**src/rtl/chroma_vga_pkg.sv**
```systemverilog
// chroma_vga_pkg
//    Shared definitions for the chroma-key VGA transmit path: pixel field
//    positions inside the 30-bit composited word, default 640x480@60 timing,
//    the transmit state encoding and the colour-bar test pattern.
package chroma_vga_pkg;

   // Composited pixel layout {R, G, B}, 10 bits per component
   localparam int R_MSB   = 29;
   localparam int R_LSB   = 20;
   localparam int G_MSB   = 19;
   localparam int G_LSB   = 10;
   localparam int B_MSB   = 9;
   localparam int B_LSB   = 0;
   localparam int PIX_W   = 30;
   localparam int ENTRY_W = PIX_W + 1;   // FIFO entry {sof, pixel}

   // Default 640x480 raster
   localparam int DEF_H_ACTIVE = 640;
   localparam int DEF_H_FP     = 16;
   localparam int DEF_H_SYNC   = 96;
   localparam int DEF_H_BP     = 48;
   localparam int DEF_V_ACTIVE = 480;
   localparam int DEF_V_FP     = 10;
   localparam int DEF_V_SYNC   = 2;
   localparam int DEF_V_BP     = 33;

   typedef enum logic [1:0] {
      WAIT_SOF = 2'd0,
      ARMED    = 2'd1,
      RUN      = 2'd2
   } tx_state_e;

   // Colour bars: one {R,G,B} on/off triple per bar, leftmost bar in the MSBs
   localparam int         NUM_BARS  = 8;
   localparam logic [9:0] BAR_ON    = 10'h3FF;
   localparam logic [23:0] BAR_MASKS = {3'b111,   // white
                                        3'b110,   // yellow
                                        3'b011,   // cyan
                                        3'b010,   // green
                                        3'b101,   // magenta
                                        3'b100,   // red
                                        3'b001,   // blue
                                        3'b000};  // black

   function automatic logic [PIX_W-1:0] bar_pixel(input logic [2:0] idx);
      int         sel;
      logic [2:0] m;
      sel = 3 * (7 - int'(idx));
      m   = BAR_MASKS[sel +: 3];
      return {(m[2] ? BAR_ON : 10'h000),
              (m[1] ? BAR_ON : 10'h000),
              (m[0] ? BAR_ON : 10'h000)};
   endfunction

endpackage

```
**src/rtl/chroma_pix_fifo.sv**
```systemverilog
// chroma_pix_fifo
//    Small synchronous FIFO with show-ahead read data and a flush input.
//    A write in the same cycle as a flush survives as the only entry, so a
//    start-of-frame word arriving while the queue is being discarded is kept.
//
// Ports
//    clk_i      clock
//    srst_i     synchronous active-high reset (empties the FIFO)
//    flush_i    discard all held entries
//    wr_en_i    write wr_data_i
//    wr_data_i  entry to write
//    rd_en_i    pop the head entry (ignored while empty)
//    rd_data_o  current head entry
//    full_o     DEPTH entries held
//    empty_o    no entries held
module chroma_pix_fifo #(
   parameter int WIDTH = 31,
   parameter int DEPTH = 16
) (
   input  logic             clk_i,
   input  logic             srst_i,
   input  logic             flush_i,
   input  logic             wr_en_i,
   input  logic [WIDTH-1:0] wr_data_i,
   input  logic             rd_en_i,
   output logic [WIDTH-1:0] rd_data_o,
   output logic             full_o,
   output logic             empty_o
);

   localparam int          AW       = $clog2(DEPTH);
   localparam logic [AW:0] FULL_CNT = (AW+1)'(DEPTH);

   logic [WIDTH-1:0] mem_q [DEPTH];
   logic [AW-1:0]    wptr_q, wptr_d;
   logic [AW-1:0]    rptr_q, rptr_d;
   logic [AW-1:0]    wr_addr;
   logic [AW:0]      count_q, count_d;
   logic             do_wr, do_rd;

   assign full_o    = (count_q == FULL_CNT);
   assign empty_o   = (count_q == '0);
   assign do_rd     = rd_en_i && !empty_o;
   // A write at full is only legal when a pop or flush frees a slot
   assign do_wr     = wr_en_i && (!full_o || do_rd || flush_i);
   assign rd_data_o = mem_q[rptr_q];

   always_comb begin
      wptr_d  = wptr_q;
      rptr_d  = rptr_q;
      count_d = count_q;
      wr_addr = wptr_q;
      if (flush_i) begin
         rptr_d  = '0;
         wr_addr = '0;
         wptr_d  = do_wr ? AW'(1) : '0;
         count_d = do_wr ? (AW+1)'(1) : '0;
      end else begin
         if (do_wr) wptr_d = wptr_q + 1'b1;
         if (do_rd) rptr_d = rptr_q + 1'b1;
         case ({do_wr, do_rd})
            2'b10:   count_d = count_q + 1'b1;
            2'b01:   count_d = count_q - 1'b1;
            default: count_d = count_q;
         endcase
      end
   end

   always_ff @(posedge clk_i) begin
      if (srst_i) begin
         wptr_q  <= '0;
         rptr_q  <= '0;
         count_q <= '0;
      end else begin
         wptr_q  <= wptr_d;
         rptr_q  <= rptr_d;
         count_q <= count_d;
      end
   end

   // Storage needs no reset; the pointers define what is valid
   always_ff @(posedge clk_i) begin
      if (do_wr) mem_q[wr_addr] <= wr_data_i;
   end

endmodule

```
**src/rtl/chroma_vga_tx.sv**
```systemverilog
// chroma_vga_tx
//    Output end of the chroma-key pixel path. Composited 30-bit pixels enter
//    through a valid/ready handshake into a FIFO; a free-running raster
//    generator pops one word per active pixel and drives the VGA DAC pins.
//    Frames are aligned on a start-of-frame tag; an empty FIFO during active
//    video or a misplaced tag drops back to waiting for the next tag.
//
//    Optional build macro CHROMA_TX_TESTPAT_EN adds iTestPat, which replaces
//    active video with 8 colour bars and holds the path idle.
//
// Ports
//    iCLK27        pixel clock
//    iRST          synchronous active-high reset
//    iPixel        composited pixel {R,G,B}
//    iSOF          iPixel is pixel (0,0) of a frame
//    iValid        iPixel/iSOF valid
//    iTestPat      colour-bar override (only with CHROMA_TX_TESTPAT_EN)
//    oReady        a word is accepted this cycle when iValid is high
//    oVGA_R/G/B    colour, zero outside active video
//    oVGA_HS/VS    syncs, active low
//    oVGA_BLANK_N  high during active video
//    oUnderflow    sticky, set when the FIFO ran dry during active video
module chroma_vga_tx
   import chroma_vga_pkg::*;
#(
   parameter int H_ACTIVE   = DEF_H_ACTIVE,
   parameter int H_FP       = DEF_H_FP,
   parameter int H_SYNC     = DEF_H_SYNC,
   parameter int H_BP       = DEF_H_BP,
   parameter int V_ACTIVE   = DEF_V_ACTIVE,
   parameter int V_FP       = DEF_V_FP,
   parameter int V_SYNC     = DEF_V_SYNC,
   parameter int V_BP       = DEF_V_BP,
   parameter int FIFO_DEPTH = 16
) (
   input  logic        iCLK27,
   input  logic        iRST,
   input  logic [29:0] iPixel,
   input  logic        iSOF,
   input  logic        iValid,
`ifdef CHROMA_TX_TESTPAT_EN
   input  logic        iTestPat,
`endif
   output logic        oReady,
   output logic [9:0]  oVGA_R,
   output logic [9:0]  oVGA_G,
   output logic [9:0]  oVGA_B,
   output logic        oVGA_HS,
   output logic        oVGA_VS,
   output logic        oVGA_BLANK_N,
   output logic        oUnderflow
);

   localparam int H_TOTAL = H_ACTIVE + H_FP + H_SYNC + H_BP;
   localparam int V_TOTAL = V_ACTIVE + V_FP + V_SYNC + V_BP;
   localparam int HW      = $clog2(H_TOTAL);
   localparam int VW      = $clog2(V_TOTAL);

   localparam logic [HW-1:0] H_LAST    = HW'(H_TOTAL - 1);
   localparam logic [HW-1:0] H_ACT_END = HW'(H_ACTIVE);
   localparam logic [HW-1:0] HS_BEGIN  = HW'(H_ACTIVE + H_FP);
   localparam logic [HW-1:0] HS_END    = HW'(H_ACTIVE + H_FP + H_SYNC);
   localparam logic [VW-1:0] V_LAST    = VW'(V_TOTAL - 1);
   localparam logic [VW-1:0] V_ACT_END = VW'(V_ACTIVE);
   localparam logic [VW-1:0] VS_BEGIN  = VW'(V_ACTIVE + V_FP);
   localparam logic [VW-1:0] VS_END    = VW'(V_ACTIVE + V_FP + V_SYNC);

   tx_state_e        state_q, state_d;
   logic [HW-1:0]    hcnt_q, hcnt_d;
   logic [VW-1:0]    vcnt_q, vcnt_d;
   logic             ready_en_q;
   logic [PIX_W-1:0] rgb_q, rgb_d;
   logic             hs_q, vs_q, blank_n_q;
   logic             underflow_q, underflow_d;

   logic               active_c, origin_c, hs_c, vs_c;
   logic               ready_c, xfer_c, pop_slot_c;
   logic               fifo_flush, fifo_wr, fifo_rd, fifo_full, fifo_empty;
   logic [ENTRY_W-1:0] fifo_head;

   // ---------------- raster counters (free-running) ----------------
   always_comb begin
      hcnt_d = hcnt_q + 1'b1;
      vcnt_d = vcnt_q;
      if (hcnt_q == H_LAST) begin
         hcnt_d = '0;
         vcnt_d = (vcnt_q == V_LAST) ? '0 : vcnt_q + 1'b1;
      end
   end

   assign active_c = (hcnt_q < H_ACT_END) && (vcnt_q < V_ACT_END);
   assign origin_c = (hcnt_q == '0) && (vcnt_q == '0);
   assign hs_c     = !((hcnt_q >= HS_BEGIN) && (hcnt_q < HS_END));
   assign vs_c     = !((vcnt_q >= VS_BEGIN) && (vcnt_q < VS_END));

   // ---------------- handshake ----------------
   // ready_en_q keeps oReady low for the cycle right after reset
   assign ready_c = ready_en_q && ((state_q == WAIT_SOF) || !fifo_full);
   assign oReady  = ready_c;
   assign xfer_c  = iValid && ready_c;

   // Pops happen on every active pixel while running, plus the origin pixel
   // that takes an armed frame live.
   assign pop_slot_c = ((state_q == RUN) && active_c) ||
                       ((state_q == ARMED) && origin_c);

`ifdef CHROMA_TX_TESTPAT_EN
   logic [HW-1:0] bar_idx_c;
   assign bar_idx_c = hcnt_q / HW'(H_ACTIVE / NUM_BARS);
`endif

   // ---------------- transmit FSM ----------------
   always_comb begin
      state_d     = state_q;
      underflow_d = underflow_q;
      rgb_d       = '0;
      fifo_flush  = 1'b0;
      fifo_rd     = 1'b0;
      fifo_wr     = 1'b0;

      if (pop_slot_c) begin
         if (fifo_empty) begin
            underflow_d = 1'b1;
            fifo_flush  = 1'b1;
            state_d     = WAIT_SOF;
         end else begin
            fifo_rd = 1'b1;
            // The tag must sit exactly on the origin pixel, and only there
            if (fifo_head[ENTRY_W-1] != origin_c) begin
               fifo_flush = 1'b1;
               state_d    = WAIT_SOF;
            end else begin
               state_d = RUN;
               rgb_d   = fifo_head[PIX_W-1:0];
            end
         end
      end

      // Decided against the post-pop state so that a tagged word arriving in
      // the same cycle as a resync flush starts the next frame.
      if (xfer_c) begin
         if (state_d == WAIT_SOF) begin
            if (iSOF) begin
               fifo_wr = 1'b1;
               state_d = ARMED;
            end
         end else begin
            fifo_wr = 1'b1;
         end
      end

`ifdef CHROMA_TX_TESTPAT_EN
      if (iTestPat) begin
         state_d     = WAIT_SOF;
         underflow_d = underflow_q;
         fifo_flush  = 1'b1;
         fifo_rd     = 1'b0;
         fifo_wr     = 1'b0;
         rgb_d       = active_c ? bar_pixel(bar_idx_c[2:0]) : '0;
      end
`endif
   end

   always_ff @(posedge iCLK27) begin
      if (iRST) begin
         state_q     <= WAIT_SOF;
         hcnt_q      <= '0;
         vcnt_q      <= '0;
         ready_en_q  <= 1'b0;
         rgb_q       <= '0;
         hs_q        <= 1'b1;
         vs_q        <= 1'b1;
         blank_n_q   <= 1'b0;
         underflow_q <= 1'b0;
      end else begin
         state_q     <= state_d;
         hcnt_q      <= hcnt_d;
         vcnt_q      <= vcnt_d;
         ready_en_q  <= 1'b1;
         rgb_q       <= rgb_d;
         hs_q        <= hs_c;
         vs_q        <= vs_c;
         blank_n_q   <= active_c;
         underflow_q <= underflow_d;
      end
   end

   chroma_pix_fifo #(
      .WIDTH (ENTRY_W),
      .DEPTH (FIFO_DEPTH)
   ) u_fifo (
      .clk_i     (iCLK27),
      .srst_i    (iRST),
      .flush_i   (fifo_flush),
      .wr_en_i   (fifo_wr),
      .wr_data_i ({iSOF, iPixel}),
      .rd_en_i   (fifo_rd),
      .rd_data_o (fifo_head),
      .full_o    (fifo_full),
      .empty_o   (fifo_empty)
   );

   assign oVGA_R       = rgb_q[R_MSB:R_LSB];
   assign oVGA_G       = rgb_q[G_MSB:G_LSB];
   assign oVGA_B       = rgb_q[B_MSB:B_LSB];
   assign oVGA_HS      = hs_q;
   assign oVGA_VS      = vs_q;
   assign oVGA_BLANK_N = blank_n_q;
   assign oUnderflow   = underflow_q;

endmodule

```
**config.mk**
```make
export PLATFORM = sky130hd
export DESIGN_NAME = chroma_vga_tx
export DESIGN_NICKNAME = d
export VERILOG_FILES = /design/src/rtl/chroma_vga_pkg.sv /design/src/rtl/chroma_pix_fifo.sv /design/src/rtl/chroma_vga_tx.sv
export SDC_FILE = /design/constraint.sdc
export NUM_CORES = 1
export LEC_CHECK = 0
export BUFFER_PORTS_ARGS = -buffer_cell sky130_fd_sc_hd__buf_2
export CORE_MARGIN = 1.5
export CORE_UTILIZATION = 55
export CTS_CLUSTER_DIAMETER = 150
export DETAILED_ROUTE_END_ITERATION = 7
export GPL_TIMING_DRIVEN = 0
export PLACE_DENSITY_LB_ADDON = 0.25
export SLEW_MARGIN = 20
export SYNTH_ARGS = -nofsm -noshare
export SYNTH_HDL_FRONTEND = slang
export SYNTH_SLANG_ARGS = --single-unit
```
**constraint.sdc**
```tcl
create_clock -name iCLK27 -period 6.1 [get_ports iCLK27]
set_clock_uncertainty 0.05 [all_clocks]
set_input_delay 0.915 -clock iCLK27 [delete_from_list [all_inputs] [get_ports iCLK27]]
set_output_delay 0.915 -clock iCLK27 [all_outputs]
set_load 0.05 [all_outputs]
```
==> results.py <==
metrics = {
    "clocking": {
        "cts_root_buf": "clkbuf_16",
        "cts_hold_buf": 0,
        "cts_setup_buffers": 0,
        "path_clk_slew_ns": 0.06,
        "cts.sinks": 570,
        "cts_buffer_depth": 3,
        "cts-resized-gates": 0,
        "clkLatencyLatePin_ns": 0.61,
        "cts_made_buffers": 56,
        "tritoncts": "built",
        "h-tree-depth": 2,
    },
    "layout": {
        "area_delta_synth_final_pct": 16.9,
        "fin_area_mm2": 0.0255,
        "drive_above_1_share": 0.307,
        "nets": 1274,
        "multi_input_area_mm2": 0.00528,
        "fillCellCount": 2598,
        "seq_area_mm2": 0.0164,
        "utilization": 0.655,
        "antenna_cells": 0,
    },
    "floorplan": {
        "initial_core_util": 0.560,
        "rows": 72,
        "design.core.area_mm2": 0.0389,
        "die_h_um": 202,
        "chipWidth_um": 202,
        "die-area_mm2": 0.0408,
        "ioPinCount": 69,
    },
    "drt": {
        "drt_iter0_markers": 976,
        "ant_nets": 0,
        "totalWireLength_mm": 48.3,
        "drtPass1Iterations": 5,
        "via_count": 11100,
        "drcViolationCount": 0,
        "avgRoutedWirePerCell_um": 26.8,
        "avgViaCountPerCell": 6.20,
    },
    "timing": {
        "period_minus_slack_ns": 4.69,
        "fmax_mhz": 213,
        "rsz0062_at_grt": "no",
        "worstMarginPinSlew_ns": 1.09,
        "fin_crit_sh": 0.769,
        "finalSetupViolCount": 0,
        "hold_viol": 0,
        "max_slew_margin": 0.274,
        "final_max_slew_viol_count": 0,
    },
    "power": {
        "powerDensity_mw_per_mm2": 314,
        "ir_drop_v": 0.000318,
        "power_leakage_nw": 8.26,
        "power_w": 0.00800,
    },
    "logic_synthesis": {
        "yosysSeqAreaShare": 0.751,
        "synth_mux_area_frac": 0.161,
        "synth_fa_ha_area_frac": 0.00459,
        "synth-xor-area-share": 0.00643,
        "avgSynthCellArea_um2": 20.7,
        "syn_inst": 1055,
        "synth-simple-area-share": 0.0468,
        "async_flop_share": 0,
        "syn_nets": 1097,
        "yosys_warnings": 0,
        "synth_enable_flop_cells": 496,
        "synth_compound_area_frac": 0.0187,
        "synth_seq_cells": 570,
        "synth_top_family_by_area": "multiplexers",
        "yosysUniqueCellTypes": 54,
        "syn_area_mm2": 0.0218,
        "synth_top_flop_cell": "edfxtp_1",
    },
    "worst_setup_path": {
        "cp.required_ns": 6.35,
        "cp-end-kind": "flop",
        "worstPathMaxFanout": 10,
        "crit_arrival_ns": 4.94,
        "worstSetupStartpointType": "flop",
        "worst-setup-path-type": "reg -> reg",
    },
    "placed_design": {
        "io_buffer_count": 68,
        "gp_congestion": 0.829,
        "postPlaceCellArea_mm2": 0.0235,
        "dp_hpwl_mm": 30.3,
    },
    "global_route": {
        "grt_pass1_wl_mm": 72.0,
        "grtUsageTotal": 0.244,
        "grt.overflow.total": 0,
        "grt_max_degree": 21,
        "antenna_found_initial": 2,
        "grt_pass1_vias": 11300,
    },
    "status": {
        "status": "finished, final reports clean",
    },
    "job": {
        "cap_violations": 0,
    },
    "min_path": {
        "hold_class": "reg -> reg",
    },
}
cells in the mapped netlist (4+ instances only):
cell type / instances / share of area
ha_1: 8 / 0.0046
nor2_1: 42 / 0.0072
inv_1: 13 / 0.0022
nor4_1: 7 / 0.0020
xor2_1: 10 / 0.0040
a21oi_1: 14 / 0.0032
mux4_2: 155 / 0.16
o211ai_1: 7 / 0.0024
a31oi_1: 4 / 0.0011
nand3_1: 21 / 0.0048
buf_1: 13 / 0.0022
nor2b_1: 4 / 0.0011
nand4_1: 11 / 0.0032
o21ai_0: 5 / 0.0011
nand2_1: 25 / 0.0043
clkbuf_1: 36 / 0.0062
nand3b_1: 5 / 0.0017
xnor2_1: 6 / 0.0024
dfxtp_1: 74 / 0.068
edfxtp_1: 496 / 0.68
and3_1: 38 / 0.011
nor3_1: 7 / 0.0016
or3_1: 7 / 0.0020
state kept, by name, indices dropped and copies added (netlist names), 2 cells and up, named ones only:
| register | count |
|---|---|
| u_fifo.mem_q | 496 |
| vcnt_q | 10 |
| u_fifo.count_q | 5 |
| state_q | 2 |
| u_fifo.rptr_q | 4 |
| u_fifo.wptr_q | 4 |
| rgb_q | 30 |
| hcnt_q | 10 |
through the flow:
stage	instances	setup WS [ns]	setup TNS, ns	hold slack [ns]
after floorplan	1055	0.0119	0	0.360
after global placement	1641	-4.24	-576.86	0.392
after detailed placement	1691	1.43	0	0.395
after CTS	1797	1.38	0	0.409
after global routing	1798	1.24	0	0.431
final	1798	1.41	0	0.404
cell families after synthesis:
family | Yosys count
compound gates | 54
xor+xnor | 16
fa+ha+maj | 8
buf+inv | 65
flops | 570
mux | 156
simple gates | 186
power breakdown:
part / switching (W) / internal (W)
registers: 0.00000858 / 0.00425
clock network: 0.00144 / 0.00210
logic: 0.000129 / 0.0000679
total: 0.00158 / 0.00642
critical path, cell delays in order, from the launching register on:
cell       delay [ns]
dfxtp_1          0.31
buf_2            0.26
mux4_2           0.55
mux4_2           0.55
a21boi_4         0.19
o211a_4          0.29
a2111oi_4        0.39
buf_6            0.21
nand2_2          0.10
nor4_2           0.41
buf_2            0.33
buf_2            0.25
buf_2            0.24
buf_2            0.24
final timing paths:
check	from	end	slack (ns)	depth (start not counted)
worst max-delay path	flop	u_fifo.mem_q[12][13]	1.41	13
worst max register to register	flop	u_fifo.mem_q[12][13]	1.41	13
worst min-delay path	vcnt_q[1]	oVGA_VS	0.40	1
worst min register to register	vcnt_q[1]	oVGA_VS	0.40	1
area by class of cell:
class / count / area share
flip-flops and latches: 570 / 0.643
multi-input cells: 420 / 0.207
clock buffers: 85 / 0.0640
repair buffers: 119 / 0.0387
well taps: 518 / 0.0254
clock inverters: 21 / 0.0115
plain buffers: 52 / 0.00835
inverters: 13 / 0.00192
metal layers:
| layer | up-vias | wire length, um | GRT usage |
|---|---|---|---|
| met1 | 5829 | 19500 | 0.336 |
| met2 | 485 | 24100 | 0.401 |
| met5 | - | 25 | 0 |
| met4 | 4 | 1200 | 0.0733 |
| met3 | 88 | 3500 | 0.0471 |
| li1 | 4742 | - | - |
cell usage in the layout (no fill, tap or decap), types with 13 or more instances in the layout:
master / n
nand3_1: 21
and3_1: 38
mux4_2: 155
clkbuf_16: 57
nor2_1: 33
edfxtp_1: 496
nand2_1: 25
dfxtp_1: 74
buf_2: 88
a21oi_1: 14
buf_4: 14
inv_1: 13
clkbuf_1: 53
Note: power is estimated with default switching activity, not from simulation.
